## config.mk

```make
export PLATFORM = sky130hd
export DESIGN_NAME = sdram_req_arbiter
export DESIGN_NICKNAME = d
export VERILOG_FILES = /design/src/rtl/sdram_req_arbiter_pkg.sv /design/src/rtl/sdram_refresh_timer.sv /design/src/rtl/sdram_req_arbiter.sv
export SDC_FILE = /design/constraint.sdc
export NUM_CORES = 1
export LEC_CHECK = 0
export ABC_AREA = 1
export BUFFER_PORTS_ARGS = -buffer_cell sky130_fd_sc_hd__buf_2
export CAP_MARGIN = 30
export CORE_MARGIN = 3
export CORE_UTILIZATION = 55
export CTS_BUF_LIST = sky130_fd_sc_hd__clkbuf_8
export DETAILED_ROUTE_END_ITERATION = 7
export PLACE_DENSITY = 0.95
export SLEW_MARGIN = 40
export SYNTH_ARGS = -nofsm -noshare
export SYNTH_HDL_FRONTEND = slang
export SYNTH_SLANG_ARGS = --single-unit
```

## constraint.sdc

```tcl
create_clock -name clk -period 2.32 [get_ports clk]
set_clock_uncertainty 0.05 [all_clocks]
set_input_delay 0.232 -clock clk [delete_from_list [all_inputs] [get_ports clk]]
set_output_delay 0.232 -clock clk [all_outputs]
set_load 0.02 [all_outputs]
```

## src/rtl/sdram_req_arbiter_pkg.sv

```systemverilog
// Shared SDRAM arbiter definitions: FSM state encoding, requester IDs and
// the round-robin winner selection.
package sdram_req_arbiter_pkg;

    typedef enum logic [1:0] {
        ST_IDLE    = 2'd0,
        ST_ISSUE   = 2'd1,
        ST_WAIT    = 2'd2,
        ST_REFRESH = 2'd3
    } arb_state_t;

    typedef enum logic {
        REQ_A = 1'b0,
        REQ_B = 1'b1
    } req_id_t;

    // On a tie the requester that did not own the last transaction wins.
    function automatic req_id_t pick_winner(input logic a_req,
                                            input logic b_req,
                                            input req_id_t last_owner);
        if (a_req && b_req)
            return (last_owner == REQ_A) ? REQ_B : REQ_A;
        else if (a_req)
            return REQ_A;
        else
            return REQ_B;
    endfunction

endpackage

```

## src/rtl/sdram_refresh_timer.sv

```systemverilog
// Free-running refresh interval down-counter; expire is high for the one
// cycle the count sits at zero, after which it reloads. PERIOD must be >= 2.
module sdram_refresh_timer #(
    parameter int unsigned PERIOD = 780
) (
    input  logic clk,
    input  logic reset_bar,
    output logic expire
);

    localparam int unsigned CNT_W = (PERIOD > 1) ? $clog2(PERIOD) : 1;
    localparam logic [CNT_W-1:0] RELOAD = CNT_W'(PERIOD - 1);

    logic [CNT_W-1:0] cnt;

    always_ff @(posedge clk or negedge reset_bar) begin
        if (!reset_bar)
            cnt <= RELOAD;
        else if (cnt == '0)
            cnt <= RELOAD;
        else
            cnt <= cnt - 1'b1;
    end

    assign expire = (cnt == '0);

endmodule

```

## src/rtl/sdram_req_arbiter.sv

```systemverilog
// Two-requester round-robin arbiter in front of the SDRAM control unit,
// inserting periodic refresh commands between transactions.
module sdram_req_arbiter
    import sdram_req_arbiter_pkg::*;
#(
    parameter int unsigned REFRESH_PERIOD = 780,
    parameter int unsigned ADDR_W         = 22
) (
    input  logic              clk,
    input  logic              reset_bar,
    input  logic              a_req,
    input  logic              a_write,
    input  logic [ADDR_W-1:0] a_addr,
    input  logic [3:0]        a_burst,
    input  logic              b_req,
    input  logic              b_write,
    input  logic [ADDR_W-1:0] b_addr,
    input  logic [3:0]        b_burst,
    output logic              a_gnt,
    output logic              b_gnt,
    output logic              a_done,
    output logic              b_done,
    output logic              ctl_start,
    output logic              ctl_write,
    output logic [ADDR_W-1:0] ctl_addr,
    output logic [3:0]        ctl_burst,
    output logic              ctl_refresh,
    input  logic              ctl_done,
    output logic              ref_overflow
);

    arb_state_t state, state_nxt;
    req_id_t    last_owner, winner;
    logic       grant, ref_start, ref_clear;
    logic       ref_pending, ref_expire;

    sdram_refresh_timer #(
        .PERIOD(REFRESH_PERIOD)
    ) u_refresh_timer (
        .clk      (clk),
        .reset_bar(reset_bar),
        .expire   (ref_expire)
    );

    // ctl_start is high exactly on the first cycle of ISSUE or REFRESH.
    assign ref_clear = (state == ST_REFRESH) && ctl_start;

    always_comb begin
        state_nxt = state;
        winner    = last_owner;
        grant     = 1'b0;
        ref_start = 1'b0;
        a_gnt     = 1'b0;
        b_gnt     = 1'b0;
        a_done    = 1'b0;
        b_done    = 1'b0;
        case (state)
            ST_IDLE: begin
                if (ref_pending) begin
                    ref_start = 1'b1;
                    state_nxt = ST_REFRESH;
                end else if (reset_bar && (a_req || b_req)) begin
                    // reset_bar gate keeps the combinational grant quiet while held in reset
                    winner    = pick_winner(a_req, b_req, last_owner);
                    grant     = 1'b1;
                    a_gnt     = (winner == REQ_A);
                    b_gnt     = (winner == REQ_B);
                    state_nxt = ST_ISSUE;
                end
            end
            ST_ISSUE: state_nxt = ST_WAIT;
            ST_WAIT: begin
                if (ctl_done) begin
                    a_done    = (last_owner == REQ_A);
                    b_done    = (last_owner == REQ_B);
                    state_nxt = ST_IDLE;
                end
            end
            ST_REFRESH: begin
                if (ctl_done && !ctl_start)
                    state_nxt = ST_IDLE;
            end
            default: state_nxt = ST_IDLE;
        endcase
    end

    always_ff @(posedge clk or negedge reset_bar) begin
        if (!reset_bar) begin
            state       <= ST_IDLE;
            last_owner  <= REQ_B;
            ctl_start   <= 1'b0;
            ctl_write   <= 1'b0;
            ctl_refresh <= 1'b0;
            ctl_addr    <= '0;
            ctl_burst   <= '0;
        end else begin
            state     <= state_nxt;
            ctl_start <= grant || ref_start;
            if (grant) begin
                last_owner  <= winner;
                ctl_refresh <= 1'b0;
                if (winner == REQ_A) begin
                    ctl_write <= a_write;
                    ctl_addr  <= a_addr;
                    ctl_burst <= a_burst;
                end else begin
                    ctl_write <= b_write;
                    ctl_addr  <= b_addr;
                    ctl_burst <= b_burst;
                end
            end else if (ref_start) begin
                ctl_refresh <= 1'b1;
                ctl_write   <= 1'b0;
            end
        end
    end

    // A new interval landing on the cycle the old one is served is not an overflow.
    always_ff @(posedge clk or negedge reset_bar) begin
        if (!reset_bar) begin
            ref_pending  <= 1'b0;
            ref_overflow <= 1'b0;
        end else begin
            if (ref_expire)
                ref_pending <= 1'b1;
            else if (ref_clear)
                ref_pending <= 1'b0;
            if (ref_expire && ref_pending && !ref_clear)
                ref_overflow <= 1'b1;
        end
    end

endmodule

```

# Word-level counts from Yosys, hierarchy flattened
# Index checks and enable logic that the tools add are counted.
word_totals:
  ff_bits: 44
  input_bits: 59
  output_inout_bits: 34
  word_cells: 73
classes:
  addsub: 1
  eq_ne: 6
  n_mux: 39
  n_bitwise: 2
  reduce_logical: 15
ops:
  columns: ["cell", "count"]
  rows:
  - ["$mux 1", 31]
  - ["$mux 22", 1]
  - ["$logic_not 10->1", 1]
  - ["$mux 10", 1]
  - ["$sub 10x1->10 const B", 1]
  - ["$mux 2", 4]
  - ["$pmux 2 s4", 1]
  - ["$logic_and 1x1->1", 6]
  - ["$eq 2x2->1 const B", 2]
  - ["$mux 4", 1]
  - ["$reduce_bool 2->1", 2]
  - ["$ne 3x3->1 const B", 1]
  - ["$reduce_and 3->1", 1]
  - ["$eq 2x1->1 const B", 1]
  - ["$logic_not 1->1", 2]
  - ["$logic_not 2->1", 1]
  - ["$logic_or 1x1->1", 2]
  - ["$ne 2x1->1 const B", 1]
  - ["$ne 2x2->1 const B", 1]
  - ["$not 1->1", 2]

# Logic depth before layout (Yosys ltp)
# Gate-level depths: netlist of run 1.
depth:
  word_depth: 10
  ltp_mapped: 9
  ltp_nobuf: 8

# Cells and area by module
# Synthesis of run 1 repeated with hierarchy kept, for this count alone.
hier_totals:
  hier_cells: 346
  area_unflattened_um2: 2514.9
modules_own_cells:
  columns: ["mod", "instances", "cells_each", "area_each_um2", "seq_area_each_um2"]
  rows:
  - ["sdram_req_arbiter", 1, 275, 1966.9, 852.1]
  - ["sdram_refresh_timer", 1, 71, 548.0, 256.5]

# Least setup slack after synthesis of run 1
# OpenSTA, ideal clock, no wires.
synth_path:
  path_type: "reg2out"
  startpoint: "register ref_pending"
  endpoint: "output port b_gnt"
  arrival_ns: 1.170
  required_time_ns: 2.038
  slack_ns: 0.868
  path_stages_with_launch: 7
  path_buffers: 1
  cell_sequence: "dfrtp_1 inv_2 nand3_2 nor2_2 nand2_2 buf_2 inv_1"
synth_via:
  elab_chain_cells: 2
synth_lines:
  columns: ["item", "line_no", "source"]
  rows:
  - ["start, declared", "sdram_req_arbiter.sv:35", "logic ref_pending, ref_expire;"]
  - ["start signal, assigned", "sdram_req_arbiter.sv:121", "ref_pending <= 1'b0;"]
  - ["start signal, assigned", "sdram_req_arbiter.sv:125", "ref_pending <= 1'b1;"]
  - ["start signal, assigned", "sdram_req_arbiter.sv:127", "ref_pending <= 1'b0;"]
  - ["$mux 1", "sdram_req_arbiter.sv:59", "if (ref_pending) begin"]
  - ["$mux 1", "sdram_req_arbiter.sv:57", "case (state)"]
  - ["end, declared", "sdram_req_arbiter.sv:20", "output logic b_gnt,"]
# Every way passes these cells.

# Worst setup path after layout of run 1
layout_path:
  startpoint: "input port reset_bar"
  endpoint: "output port a_gnt"
layout_via:
  elab_chain_cells: 4
layout_lines:
  columns: ["item", "line_no", "source"]
  rows:
  - ["start, declared", "sdram_req_arbiter.sv:10", "input logic reset_bar,"]
  - ["$logic_and 1x1->1", "sdram_req_arbiter.sv:62", "end else if (reset_bar && (a_req || b_req)) begin"]
  - ["$mux 1", "sdram_req_arbiter.sv:62", null]
  - ["$mux 1", "sdram_req_arbiter.sv:59", null]
  - ["$mux 1", "sdram_req_arbiter.sv:57", null]
  - ["end, declared", "sdram_req_arbiter.sv:19", "output logic a_gnt,"]
# Every way passes these cells.

==> results of run 1 <==
[worst reg2reg max path, stage by stage, from the launching register on]
cell and delay, ns:
dfrtp_1 0.43, inv_2 0.10, nand2_2 0.09, nor2_4 0.15, nand2_4 0.21, nand2_4 0.33
nand3_1 0.17, nand2_1 0.09, nand2_1 0.05
[final timing paths]
path	startpoint	endpoint	slack, ns	depth (start not counted)
worst max register to register	state[0]$_DFFE_PN0P_	ctl_addr[20]$_DFFE_PN0P_	0.55	8
worst min register to register	u_refresh_timer.cnt[0]$_DFF_PN1_	u_refresh_timer.cnt[0]$_DFF_PN1_	0.43	1
min in group asynchronous	reset_bar	ctl_addr[4]$_DFFE_PN0P_	0.32	2
worst min-delay path	ctl_done	state[0]$_DFFE_PN0P_	0.12	2
worst max-delay path	reset_bar	a_gnt	0.18	7
max in group asynchronous	reset_bar	u_refresh_timer.cnt[3]$_DFF_PN1_	1.16	3
[layout make-up]
class / count / share of cell area [%]
Multi-Input combinational cell: 235 / 34.6
Clock inverter: 1 / 0.982
Tap cell: 50 / 2.05
Timing Repair Buffer: 99 / 16.9
Sequential cell: 44 / 36.3
Clock buffer: 7 / 3.15
Inverter: 50 / 6.14
[cell families (layout without fill, tap and decap cells)]
| family | count (synthesis) | count (layout) | share of synthesized area, % |
|---|---|---|---|
| adder cells (fa/ha/maj) | 1 | 1 | 0.507 |
| flip-flops | 44 | 44 | 44.9 |
| buffers and inverters | 62 | 157 | 12.3 |
| AO/OA/AOI/OAI | 10 | 10 | 2.18 |
| AND/OR/NAND/NOR | 222 | 222 | 39.4 |
| XOR/XNOR | 2 | 2 | 0.710 |
[metal layers]
layer	global-route usage, %	up-vias	part of all wire (%)	wire length [um]
met5	0	-	0	0
met4	7.17	0	1.2	74
met3	4.96	10	9.1	556
met2	41.4	115	48	2920
met1	30.8	1079	42	2570
li1	-	1217	-	-
[per-stage QoR]
step	hold WS, ns	total power, mW	cells
2_1_floorplan	-0.114	2.29	341
5_1_grt	0.130	3.60	486
3_5_place_dp	0.0796	2.74	477
4_1_cts	0.115	3.38	486
3_3_place_gp	0.0649	2.69	477
6_report	0.115	3.37	486
[state kept, by name, summed over array words and instances (netlist names)]
name                 flops
ctl_burst                4
ref_overflow             1
last_owner               1
ref_pending              1
ctl_addr                22
ctl_start                1
state                    2
ctl_write                1
ctl_refresh              1
u_refresh_timer.cnt     10
[layout by cell type, fill, tap and decap left out]
master,n
dfstp_2,6
ha_1,1
o21ai_0,6
nand2_4,2
nor3_1,2
dlygate4sd3_1,1
nand2_1,146
buf_2,92
clkbuf_8,7
or2_2,2
nand2_2,12
bufinv_16,1
buf_4,6
nor2_1,14
o311ai_1,1
nand3_1,36
inv_2,3
a21oi_1,3
nor2_4,1
xor2_1,2
nor2_2,3
nand3_2,2
nor3_4,1
inv_1,47
dfrtp_1,38
nand4_1,1
[power by group]
| group | internal [mW] | total (mW) | switching, mW |
|---|---|---|---|
| registers | 1.06 | 1.23 | 0.173 |
| clock network | 0.380 | 0.633 | 0.253 |
| logic | 0.501 | 1.51 | 1.00 |
==> results.sh, run 1 <==
export IMPL_outcome="complete, no violations"
export IMPL_min_delay_path_class="in -> reg"
export IMPL_synth_ff_type="dfrtp_1"
export IMPL_synth_top_cell_area_share_pct=38.5
export IMPL_endpoint_kind="output pin"
export IMPL_finalWeightedCongestion=0.845
export IMPL_fillers=313
export IMPL_cts_htree_levels=2
export IMPL_rsz0062_at_grt="false"
export IMPL_worstMarginPinSlew_ns=0.426
export IMPL_overflow=0
export IMPL_setup_violations=0
export IMPL_synthArstFlopShare_pct=100
export IMPL_grt_antenna_before_repair=0
export IMPL_holdBufCountCts=1
export IMPL_start_kind="primary input"
export IMPL_arrival_ns=1.86
export IMPL_power_density_nw_per_um2=1100
export IMPL_grt_pass1_vias=2289
export IMPL_fin_util_pct=73.3
export IMPL_drt_iter0_markers=194
export IMPL_syn_nets=401
export IMPL_cap_violations=0
export IMPL_detail_route_first_pass_iterations=5
export IMPL_crit_fanout=13
export IMPL_postCtsSetupRepairBufs=0
export IMPL_setup_slack_ns=0.177
export IMPL_power_leakage_nw=1.96
export IMPL_antenna_cells=0
export IMPL_dp_hpwl_mm=4.39
export IMPL_synth_largest_area_cell="dfrtp_1"
export IMPL_clk_latency_ns=0.30
export IMPL_coreArea_um2=4170
export IMPL_path_cells="dlygate4sd3_1 > buf_2 > inv_1 > nor2_2 > nand3_2 > inv_1 > buf_2"
export IMPL_ant_nets=0
export IMPL_vias=2421
export IMPL_fp_dieArea_um2=5330
export IMPL_clk_pin_slew_ns=0.07
export IMPL_die_x_um=73.0
export IMPL_seq_area_frac_synth_pct=44.9
export IMPL_cts_made_buffers=5
export IMPL_multi_input_area_um2=1060
export IMPL_cp_slowest_stage_delay_ns=0.54
export IMPL_synth_distinct_cells=26
export IMPL_synth_edf_count=0
export IMPL_syn_area_um2=2470
export IMPL_grt_max_degree=35
export IMPL_synth_common_cells="nand2_1, inv_1, dfrtp_1"
export IMPL_port_buffers=92
export IMPL_fp_dieH_um=73.0
export IMPL_grt_use_total_pct=24.2
export IMPL_synth_most_common_cell="nand2_1"
export IMPL_wire_per_inst_um=12.6
export IMPL_post_route_period_util_pct=92.4
export IMPL_cts_resized=0
export IMPL_vias_per_cell=4.98
export IMPL_drv_slew=0
export IMPL_dp_slack_ns=0.503
export IMPL_dpl_instance_area_um2=2920
export IMPL_hold_viol_final=0
export IMPL_cp_slowest_cell="dlygate4sd3_1"
export IMPL_regArea_um2=1110
export IMPL_fin_tns_setup_ns=0
export IMPL_clockBufferDepth=2
export IMPL_totalWireLength_mm=6.12
export IMPL_max_freq_ghz=0.467
export IMPL_grt_pass1_wl_mm=10.0
export IMPL_nets=495
export IMPL_ir_worst_vdd_uv=580
export IMPL_worst_ep_required_time_ns=2.04
export IMPL_cts_tree="yes"
export IMPL_synthTopCellsByArea="dfrtp_1, nand2_1, nand3_1"
export IMPL_period_minus_slack_ns=2.14
export IMPL_ys_warnings_count=0
export IMPL_slew_headroom_pct=71.6
export IMPL_cts_sinks=44
export IMPL_fin_area_um2=3060
export IMPL_synthCells=341
export IMPL_path_class="in -> out"
export IMPL_drive_above_1_share_pct=31.7
export IMPL_boundaryPins=93
export IMPL_core_rowCount=23
export IMPL_crit_buf_inv=5
export IMPL_synth_seq_cells=44
export IMPL_initial_core_util_pct=59.2
export IMPL_synth_area_per_cell_um2=7.24
export IMPL_root_buffer="clkbuf_8"
export IMPL_syn_to_final_growth_pct=23.9
export IMPL_crit_family="buffers and inverters"
export IMPL_route_detailed_drc=0
No activity file was read; power rests on OpenSTA's default activity.
==> run 2, diff against run 1 <==
SETUP_SLACK_MARGIN = 0.2   (was unset)
==> run 2 against run 1 <==
Against the previous run: setup slack better by 0.069 ns; combinational power hardly changed; sequential cell count stayed put; core utilization is 0.57 points higher; global-route usage is 0.29 points higher; register-to-register slack better by 0.10 ns; final area is 0.78% higher; sequential share of layout area is 0.28 points lower; maximum frequency is 3.3% higher; final cell count is 0.21% higher; count of clock-buffer cells in the layout stayed put; critical endpoint unchanged.
==> results.sh, run 2 (synthesis results as in run 1) <==
export IMPL_cap_violations=0
export IMPL_top_regs="ctl_addr: 22 flops, u_refresh_timer.cnt: 10 flops, ctl_burst: 4 flops"
export IMPL_initial_core_util_pct=59.2
export IMPL_fin_tns_setup_ns=0
export IMPL_core_rowCount=23
export IMPL_grt_antenna_before_repair=0
export IMPL_ir_worst_vdd_uv=587
export IMPL_post_route_period_util_pct=89.4
export IMPL_slew_headroom_pct=71.7
export IMPL_power_leakage_nw=1.97
export IMPL_postCtsSetupRepairBufs=0
export IMPL_cts_sinks=44
export IMPL_setup_violations=0
export IMPL_top_register="ctl_addr"
export IMPL_min_delay_path_class="in -> reg"
export IMPL_largest_reg_flops=22
export IMPL_detail_route_first_pass_iterations=4
export IMPL_hold_viol_final=0
export IMPL_worst_ep_required_time_ns=2.04
export IMPL_cts_htree_levels=2
export IMPL_start_kind="primary input"
export IMPL_path_class="in -> out"
export IMPL_drive_above_1_share_pct=31.6
export IMPL_worstMarginPinSlew_ns=0.424
export IMPL_boundaryPins=93
export IMPL_outcome="complete, no violations"
export IMPL_grt_max_degree=35
export IMPL_dp_slack_ns=0.503
export IMPL_cts_made_buffers=5
export IMPL_finalWeightedCongestion=0.845
export IMPL_whs_ns=0.122
export IMPL_totalWireLength_mm=6.18
export IMPL_power_density_nw_per_um2=1100
export IMPL_nets=496
export IMPL_endpoint_kind="output pin"
export IMPL_clockBufferDepth=2
export IMPL_clk_latency_ns=0.30
export IMPL_root_buffer="clkbuf_8"
export IMPL_clk_pin_slew_ns=0.07
export IMPL_syn_to_final_growth_pct=24.8
export IMPL_port_buffers=92
export IMPL_fp_dieArea_um2=5330
export IMPL_final_cell_mix="nand2_1, buf_2, inv_1"
export IMPL_dp_hpwl_mm=4.39
export IMPL_vias=2472
export IMPL_wire_per_inst_um=12.7
export IMPL_vias_per_cell=5.08
export IMPL_setup_slack_ns=0.246
export IMPL_fin_util_pct=73.9
export IMPL_route_detailed_drc=0
export IMPL_rsz0062_at_grt="true"
export IMPL_fillers=308
export IMPL_drt_iter0_markers=180
export IMPL_period_minus_slack_ns=2.07
export IMPL_crit_fanout=8
export IMPL_max_freq_ghz=0.482
export IMPL_ant_nets=0
export IMPL_antenna_cells=0
export IMPL_cts_tree="yes"
export IMPL_grt_pass1_wl_mm=10.2
export IMPL_grt_use_total_pct=24.5
export IMPL_overflow=0
export IMPL_die_x_um=73.0
export IMPL_arrival_ns=1.79
export IMPL_drv_slew=0
export IMPL_coreArea_um2=4170
export IMPL_final_common_cell="nand2_1"
export IMPL_grt_pass1_vias=2326
export IMPL_fp_dieH_um=73.0
==> run 2: worst paths after layout <==
path | endpoint | slack (ns) | from | depth (start not counted)
setup / recovery | a_gnt | 0.25 | reset_bar | 7
setup reg to reg | ctl_addr[20]$_DFFE_PN0P_ | 0.65 | state[0]$_DFFE_PN0P_ | 8
min in group asynchronous | u_refresh_timer.cnt[0]$_DFF_PN1_ | 0.49 | reset_bar | 2
hold reg to reg | ctl_addr[1]$_DFFE_PN0P_ | 0.43 | ctl_addr[1]$_DFFE_PN0P_ | 2
hold / removal | state[0]$_DFFE_PN0P_ | 0.12 | ctl_done | 2
max in group asynchronous | ctl_addr[0]$_DFFE_PN0P_ | 0.95 | reset_bar | 3
==> run 2: power breakdown <==
part | switching (mW) | leakage (nW) | internal [mW]
registers | 0.172 | 0.523 | 1.06
clock network | 0.258 | 0.0645 | 0.380
logic | 1.01 | 1.38 | 0.510
==> run 2: per-layer routing <==
layer,vias up,track usage (%),routed length (um)
li1,1218,-,-
met1,1107,30.8,2550
met5,-,0,0
met3,19,5.23,566
met4,0,9.02,142
met2,128,41.2,2920
==> run 2: metrics by stage <==
| stage | cell area (um2) | cells | power, mW |
|---|---|---|---|
| 2_1_floorplan | 2470 | 341 | 2.29 |
| 3_3_place_gp | 2920 | 477 | 2.69 |
| 3_5_place_dp | 2920 | 477 | 2.74 |
| 4_1_cts | 3070 | 487 | 3.39 |
| 5_1_grt | 3080 | 487 | 3.62 |
| 6_report | 3080 | 487 | 3.39 |
==> run 2: timing repair <==
item	in CTS	in global routing
endpoints found under the hold margin	6	0
resized for setup	0	2
setup endpoints to repair	0	4
hold buffers	2	0
==> run 2: layout make-up <==
cell class / instances / area, um2 / area share (%)
clock buffers: 7 / 96.3 / 3.13
clock inverters: 1 / 30.0 / 0.974
inverters: 50 / 188 / 6.09
multi-input cells: 235 / 1070 / 34.8
flip-flops and latches: 44 / 1110 / 36.0
well taps: 50 / 62.6 / 2.03
repair buffers: 100 / 526 / 17.1
==> run 2: critical path, cell delays in order <==
cell and delay [ns]:
dlygate4sd3_1 0.54, buf_2 0.22, inv_1 0.08, nor2_2 0.22, nand3_2 0.23, inv_1 0.10
buf_2 0.17
